File: src/rtl/seq_detect_ctrl_if.sv
// Event handshake bundle for seq_detect_ctrl.
//   evt_valid : event available (producer -> consumer)
//   evt_ready : consumer ready (consumer -> producer)
//   evt_len   : length of the completed run, saturated (producer -> consumer)
// A transfer occurs on a clock edge where evt_valid & evt_ready.
// The master modport belongs to the controller; the slave modport belongs to the consumer.
interface seq_detect_ctrl_if #(
  parameter int unsigned CNT_W = 8
);
  logic             evt_valid;
  logic             evt_ready;
  logic [CNT_W-1:0] evt_len;

  modport master (output evt_valid, output evt_len, input evt_ready);
  modport slave  (input evt_valid, input evt_len, output evt_ready);
endinterface

File: src/rtl/seq_detect_ctrl.sv
// seq_detect_ctrl: armable run-length detection controller for serial bit streams.
// It detects N consecutive '1's, where N is programmable, and reports each completed
// run length on the event interface. It supports one-shot and continuous modes and
// tracks overflow.
//
// Optional feature: define SEQ_CTRL_TIMEOUT_EN to abandon ARMED after TIMEOUT_CYC
// cycles without a hit. Without the macro, timeout_o is tied to 0.
//
// Ports:
//   clk_i      in   clock, rising edge
//   rstn_i     in   asynchronous active-low reset
//   seq_i      in   serial bit, sampled on every rising edge
//   cfg_len_i  in   run length N, latched on arm; 0 is treated as 1
//   mode_i     in   0 = one-shot, 1 = continuous; latched on arm
//   arm_i      in   start pulse, honoured in IDLE only
//   disarm_i   in   abort pulse, honoured in any state; wins over arm_i
//   det_o      out  high while the current run length is >= N (registered)
//   busy_o     out  high in any state other than IDLE
//   evt        if   event handshake (valid / ready / len), master side
//   ovf_o      out  sticky flag, set when an event was dropped; cleared on arm
//   timeout_o  out  one-cycle pulse on the last ARMED cycle before a timeout
module seq_detect_ctrl #(
  parameter int unsigned CNT_W       = 8,
  parameter int unsigned TIMEOUT_CYC = 255
) (
  input  logic               clk_i,
  input  logic               rstn_i,
  input  logic               seq_i,
  input  logic [CNT_W-1:0]   cfg_len_i,
  input  logic               mode_i,
  input  logic               arm_i,
  input  logic               disarm_i,
  output logic               det_o,
  output logic               busy_o,
  seq_detect_ctrl_if.master  evt,
  output logic               ovf_o,
  output logic               timeout_o
);

  typedef enum logic [1:0] {
    S_IDLE  = 2'd0,
    S_ARMED = 2'd1,
    S_HIT   = 2'd2,
    S_DONE  = 2'd3
  } state_e;

  state_e           state_q, state_d;
  logic [CNT_W-1:0] run_cnt_q, run_inc;
  logic [CNT_W-1:0] len_q;
  logic             mode_q;
  logic             evt_valid_q;
  logic [CNT_W-1:0] evt_len_q;
  logic             ovf_q;
  logic             go_hit, post_evt, evt_hs, arm_ok, tmo_fire;

  // Saturating increment of the run counter.
  assign run_inc  = (run_cnt_q == '1) ? run_cnt_q : run_cnt_q + CNT_W'(1);
  assign go_hit   = (state_q == S_ARMED) && seq_i && (run_inc >= len_q);
  // A run that ends in the same cycle as a disarm is discarded, not reported.
  assign post_evt = (state_q == S_HIT) && !seq_i && !disarm_i;
  assign evt_hs   = evt_valid_q && evt.evt_ready;
  assign arm_ok   = (state_q == S_IDLE) && arm_i && !disarm_i;

`ifdef SEQ_CTRL_TIMEOUT_EN
  localparam int unsigned TMO_W = (TIMEOUT_CYC > 1) ? $clog2(TIMEOUT_CYC) : 1;
  localparam logic [TMO_W-1:0] TMO_LAST = TMO_W'(TIMEOUT_CYC - 1);

  logic [TMO_W-1:0] tmo_cnt_q;

  // The counter holds the number of ARMED cycles already completed. It returns to 0
  // whenever the controller leaves ARMED, so every entry into ARMED starts from 0.
  // This includes the return from HIT after an event is posted.
  assign tmo_fire = (state_q == S_ARMED) && !go_hit && !disarm_i && (tmo_cnt_q == TMO_LAST);

  always_ff @(posedge clk_i or negedge rstn_i) begin
    if (!rstn_i) begin
      tmo_cnt_q <= '0;
    end else if ((state_q == S_ARMED) && (state_d == S_ARMED)) begin
      tmo_cnt_q <= tmo_cnt_q + TMO_W'(1);
    end else begin
      tmo_cnt_q <= '0;
    end
  end
`else
  assign tmo_fire = 1'b0;
`endif

  // State register.
  always_ff @(posedge clk_i or negedge rstn_i) begin
    if (!rstn_i) begin
      state_q <= S_IDLE;
    end else begin
      state_q <= state_d;
    end
  end

  // Next-state logic.
  always_comb begin
    state_d = state_q;
    if (disarm_i) begin
      state_d = S_IDLE;
    end else begin
      unique case (state_q)
        S_IDLE:  if (arm_i) state_d = S_ARMED;
        S_ARMED: begin
          if (go_hit)        state_d = S_HIT;
          else if (tmo_fire) state_d = S_IDLE;
        end
        S_HIT:   if (!seq_i) state_d = mode_q ? S_ARMED : S_DONE;
        S_DONE:  if (!evt_valid_q || evt_hs) state_d = S_IDLE;
        default: state_d = S_IDLE;
      endcase
    end
  end

  // Output logic.
  always_comb begin
    det_o     = (state_q == S_HIT);
    busy_o    = (state_q != S_IDLE);
    timeout_o = tmo_fire;
  end

  // Datapath: run counter, latched configuration, event slot, and overflow flag.
  always_ff @(posedge clk_i or negedge rstn_i) begin
    if (!rstn_i) begin
      run_cnt_q   <= '0;
      len_q       <= '0;
      mode_q      <= 1'b0;
      evt_valid_q <= 1'b0;
      evt_len_q   <= '0;
      ovf_q       <= 1'b0;
    end else begin
      if (disarm_i) begin
        run_cnt_q <= '0;
      end else begin
        unique case (state_q)
          S_ARMED: run_cnt_q <= (seq_i && !tmo_fire) ? run_inc : '0;
          S_HIT:   run_cnt_q <= seq_i ? run_inc : '0;
          default: run_cnt_q <= '0;
        endcase
      end

      if (arm_ok) begin
        len_q  <= (cfg_len_i == '0) ? CNT_W'(1) : cfg_len_i;
        mode_q <= mode_i;
        ovf_q  <= 1'b0;
      end

      // The slot can take a new event when it is empty or when it is being drained
      // on this same edge. Otherwise the new event is dropped and the pending one is kept.
      if (post_evt) begin
        if (!evt_valid_q || evt_hs) begin
          evt_valid_q <= 1'b1;
          evt_len_q   <= run_cnt_q;
        end else begin
          ovf_q <= 1'b1;
        end
      end else if (evt_hs) begin
        evt_valid_q <= 1'b0;
      end
    end
  end

  assign evt.evt_valid = evt_valid_q;
  assign evt.evt_len   = evt_len_q;
  assign ovf_o         = ovf_q;

endmodule

File: src/flat_wrapper.sv
// flat-port wrapper written by rule: the top's interface ports become plain ports
module seq_detect_ctrl_flat 
#(
  parameter int unsigned CNT_W       = 8,
  parameter int unsigned TIMEOUT_CYC = 255
)
  (clk_i, rstn_i, seq_i, cfg_len_i, mode_i, arm_i, disarm_i, det_o, busy_o, ovf_o, timeout_o, evt_evt_valid, evt_evt_len, evt_evt_ready);
  seq_detect_ctrl_if #(.CNT_W(CNT_W)) evt_i ();
  input  logic clk_i;
  input  logic rstn_i;
  input  logic seq_i;
  input  logic [CNT_W-1:0] cfg_len_i;
  input  logic mode_i;
  input  logic arm_i;
  input  logic disarm_i;
  output logic det_o;
  output logic busy_o;
  output logic ovf_o;
  output logic timeout_o;
  output wire logic [$bits(evt_i.evt_valid)-1:0] evt_evt_valid;
  output wire logic [$bits(evt_i.evt_len)-1:0] evt_evt_len;
  input wire logic [$bits(evt_i.evt_ready)-1:0] evt_evt_ready;
  assign evt_evt_valid = evt_i.evt_valid;
  assign evt_evt_len = evt_i.evt_len;
  assign evt_i.evt_ready = evt_evt_ready;
  seq_detect_ctrl #(.CNT_W(CNT_W), .TIMEOUT_CYC(TIMEOUT_CYC)) u_core (.clk_i(clk_i), .rstn_i(rstn_i), .seq_i(seq_i), .cfg_len_i(cfg_len_i), .mode_i(mode_i), .arm_i(arm_i), .disarm_i(disarm_i), .det_o(det_o), .busy_o(busy_o), .evt(evt_i), .ovf_o(ovf_o), .timeout_o(timeout_o));
endmodule
File: config.mk
export PLATFORM = sky130hd
export DESIGN_NAME = seq_detect_ctrl_flat
export DESIGN_NICKNAME = d
export VERILOG_FILES = /design/src/rtl/seq_detect_ctrl_if.sv /design/src/rtl/seq_detect_ctrl.sv /design/src/flat_wrapper.sv
export SDC_FILE = /design/constraint.sdc
export NUM_CORES = 1
export LEC_CHECK = 0
export BUFFER_PORTS_ARGS = -buffer_cell sky130_fd_sc_hd__buf_2
export CELL_PAD_IN_SITES_DETAIL_PLACEMENT = 0
export CELL_PAD_IN_SITES_GLOBAL_PLACEMENT = 2
export CORE_UTILIZATION = 30
export CTS_BUF_LIST = sky130_fd_sc_hd__clkbuf_4
export CTS_CLUSTER_SIZE = 20
export DETAILED_ROUTE_END_ITERATION = 10
export PLACE_DENSITY = 0.74
export SYNTH_ARGS = -nofsm -noshare
export SYNTH_HDL_FRONTEND = slang
export SYNTH_SLANG_ARGS = --single-unit
File: constraint.sdc
create_clock -name clk_i -period 3.45 [get_ports clk_i]
set_clock_uncertainty 0.2 [all_clocks]
set_input_delay 0.5175 -clock clk_i [delete_from_list [all_inputs] [get_ports clk_i]]
set_output_delay 0.5175 -clock clk_i [all_outputs]
set_load 0.005 [all_outputs]
==> metrics.cfg <==
[yosys]
syn_nets=176
yosys.cell_types.count=36
netlist_instances=147
yosys_warnings=0
ys_ff_latch=29
syn_avg_cell_area_um2=10.8
synth_seq_area_share_pct=45.9
syn_area_mm2=0.00158

[worst_setup_path]
crit_fanout=5
worstSetupPathType=flip-flop to flip-flop
cp-endpoint=u_core.state_q[0]
cp.required_ns=3.48
reg2reg_slack_ns=0.39
setup.worst_path.start=u_core.run_cnt_q[0]
timing.rr.end=u_core.state_q[0]
startpoint_type=flip-flop
worstReg2RegStart=u_core.run_cnt_q[0]
r2r_cells=10
crit_arrival_ns=3.09
worst_setup_path_end_kind=flip-flop

[placed_design]
dpl_cell_area_mm2=0.00178
place_hpwl_um=2350
port_buffers=26
globalplace.congestion=0.775
pre_cts_ws_ns=0.262

[clock_network]
cts_tree=done
root_buffer=clkbuf_4
insertion_delay_ns=0.33
clock_sinks=29
cts.hold.buffers_added=0
htreeDepth=2
cts_max_path_buffers=2
path_clk_slew_ns=0.10
cts_buffers=5

[sta]
max_freq_ghz=0.327
period_minus_slack_ns=3.06
hold_viol_final=9
rsz0062_at_grt=false
setup_slack_ns=0.392
setup-violations-final=0
fin_crit_sh_pct=88.6
setup_tns_ns=0
relSlewSlack_pct=48.2
hold-worst-slack_ns=-0.00812
final_max_slew_viol_count=0
tightest_slew_ns=0.777

[final_layout]
final_nets=206
fin_util_pct=36.3
drive_gt1_share_pct=32.0
antennaDiodeCount=0
syn_to_final_growth_pct=16.6
post-route-cell-area_mm2=0.00184

[detailed_routing]
wl_per_cell_um=12.1
avgViaCountPerCell=4.68
vias=1161
dr.pass1.iters=5
drtAntennaViolNets=0
drt_wl_total_um=3000
drtIter0Drc=60
drc_errors=0

[grt]
grt_max_degree=30
gr-total-overflow=0
antenna_found_initial=0
grt_first_pass_wirelength_um=5310
grtUsageTotal_pct=13.1
grt_pass1_vias=1192

[floorplan]
placementRows=26
ios=28
fp.dieH_um=74.6
core_mm2=0.00507
start_util_pct=31.1
die_w_um=74.6
dieArea_mm2=0.00556

[status]
status=finished with violations
violations=hold timing

[power_and_ir_drop]
power.density_mw_per_mm2=550
p_leak_nw=0.973
ir_drop_mv=0.180

[min_path]
hold_path_class=primary input to asynchronous set/reset pin

[run]
maxCapViolCount=0

layer usage:
metal	wire length [µm]	vias up	GRT usage (%)
li1	-	578	-
met1	1400	553	15.4
met2	1430	26	21.4
met3	133	4	4.20
met4	36	0	6.92
met5	0	-	0
kinds of logic after synthesis:
family                   Yosys count  synth area share (%)
flip-flops                        29                  45.9
multiplexers                      18                  12.7
other                              1                 0.237
buffers and inverters             20                  4.99
AND/OR/NAND/NOR                   43                  14.6
AO/OA/AOI/OAI                     19                  8.71
XOR/XNOR                           3                  1.66
adder cells (fa/ha/maj)           14                  11.1
synth_stat cells:
library cell	instances	share of area (%)
dfrtp_1	29	46
mux2_2	17	12
inv_1	16	3.8
ha_1	14	11
nand3_1	10	3.2
nor2b_1	8	3.2
nand2_1	6	1.4
nor2_1	6	1.4
o21ai_0	4	1.3
a21oi_1	3	0.95
nor3_1	3	0.95
xor2_1	3	1.7
clkbuf_1	2	0.48
nand4_1	2	0.79
o2111ai_1	2	1.1
o21a_1	2	0.95
a211oi_1	1	0.48
a221oi_1	1	0.55
a222oi_1	1	0.63
a22o_1	1	0.55
a31o_2	1	0.55
and3_1	1	0.40
and3_2	1	0.48
and4_1	1	0.55
and4_2	1	0.63
buf_4	1	0.48
conb_1	1	0.24
inv_2	1	0.24
mux2i_1	1	0.63
nand2b_1	1	0.40
nor3b_1	1	0.48
nor4_1	1	0.40
o211a_1	1	0.63
o211ai_1	1	0.48
o41ai_1	1	0.55
or2_2	1	0.40
how the worst min path moves through the flow:
stage,end,from,cells past startpoint
finish,u_core.evt.evt_len[0],rstn_i,1
global route,u_core.evt.evt_len[1],rstn_i,1
CTS,u_core.evt.evt_len[2],rstn_i,1
detailed placement,u_core.ovf_o,u_core.ovf_o,1
global placement,u_core.ovf_o,u_core.ovf_o,1
floorplan,u_core.evt.evt_len[0],rstn_i,0
critical path: stages, from the launching register on:
cell and delay [ns]:
dfrtp_1 0.42, ha_1 0.23, nand4_1 0.13, nor2_1 0.28, mux2_2 0.39, ha_1 0.28, nor2b_1 0.13, o211a_1 0.20
a211oi_2 0.29, o21ai_0 0.14, a221oi_1 0.26
final cells by class:
cell class                      instances  area (µm²)
Tap cell                               70        87.6
Clock buffer                            6        45.0
Timing Repair Buffer                   26         130
Clock inverter                          2        10.0
Fill cell                             535        3230
Multi-Input combinational cell         98         781
Inverter                               17        63.8
Sequential cell                        29         726
sequential cells by signal, indices dropped and copies added (netlist names):
signal	cells
u_core.len_q	8
u_core.state_q	2
u_core.run_cnt_q	8
u_core.ovf_o	1
u_core.mode_q	1
u_core.evt.evt_len	8
u_core.evt.evt_valid	1
where the power goes:
| part | internal, mW | leakage [nW] | switching, mW | total, mW |
|---|---|---|---|---|
| registers | 0.410 | 0.384 | 0.0418 | 0.452 |
| logic | 0.170 | 0.553 | 0.186 | 0.356 |
| clock network | 0.0853 | 0.0354 | 0.120 | 0.205 |
stage by stage:
stage,hold WS [ns],std cells,power (mW)
floorplan,0.0219,147,0.709
CTS,0.0136,248,1.02
global placement,0.283,240,0.796
detailed placement,0.290,240,0.809
finish,-0.00812,248,1.01
global route,0.0362,248,1.11
repair_timing:
action / CTS / global route
endpoints found under the setup margin: 0 / 1
hold endpoints to repair: 0 / 0
resized for setup: 0 / 1
buffers inserted: 0 / 0
cells in the final DEF (no fill, tap or decap), types with 2 or more instances in the layout:
cell type,instances
nand4_1,2
dfrtp_1,29
nor2_1,6
o21a_1,2
a21oi_1,3
xor2_1,3
o2111ai_1,2
buf_2,26
o21ai_0,4
clkbuf_4,6
nand3_1,10
mux2_2,17
inv_1,16
nand2_1,6
nor2b_1,8
clkinv_2,2
ha_1,14
nor3_1,3
No activity file was read; power rests on OpenSTA's default activity.
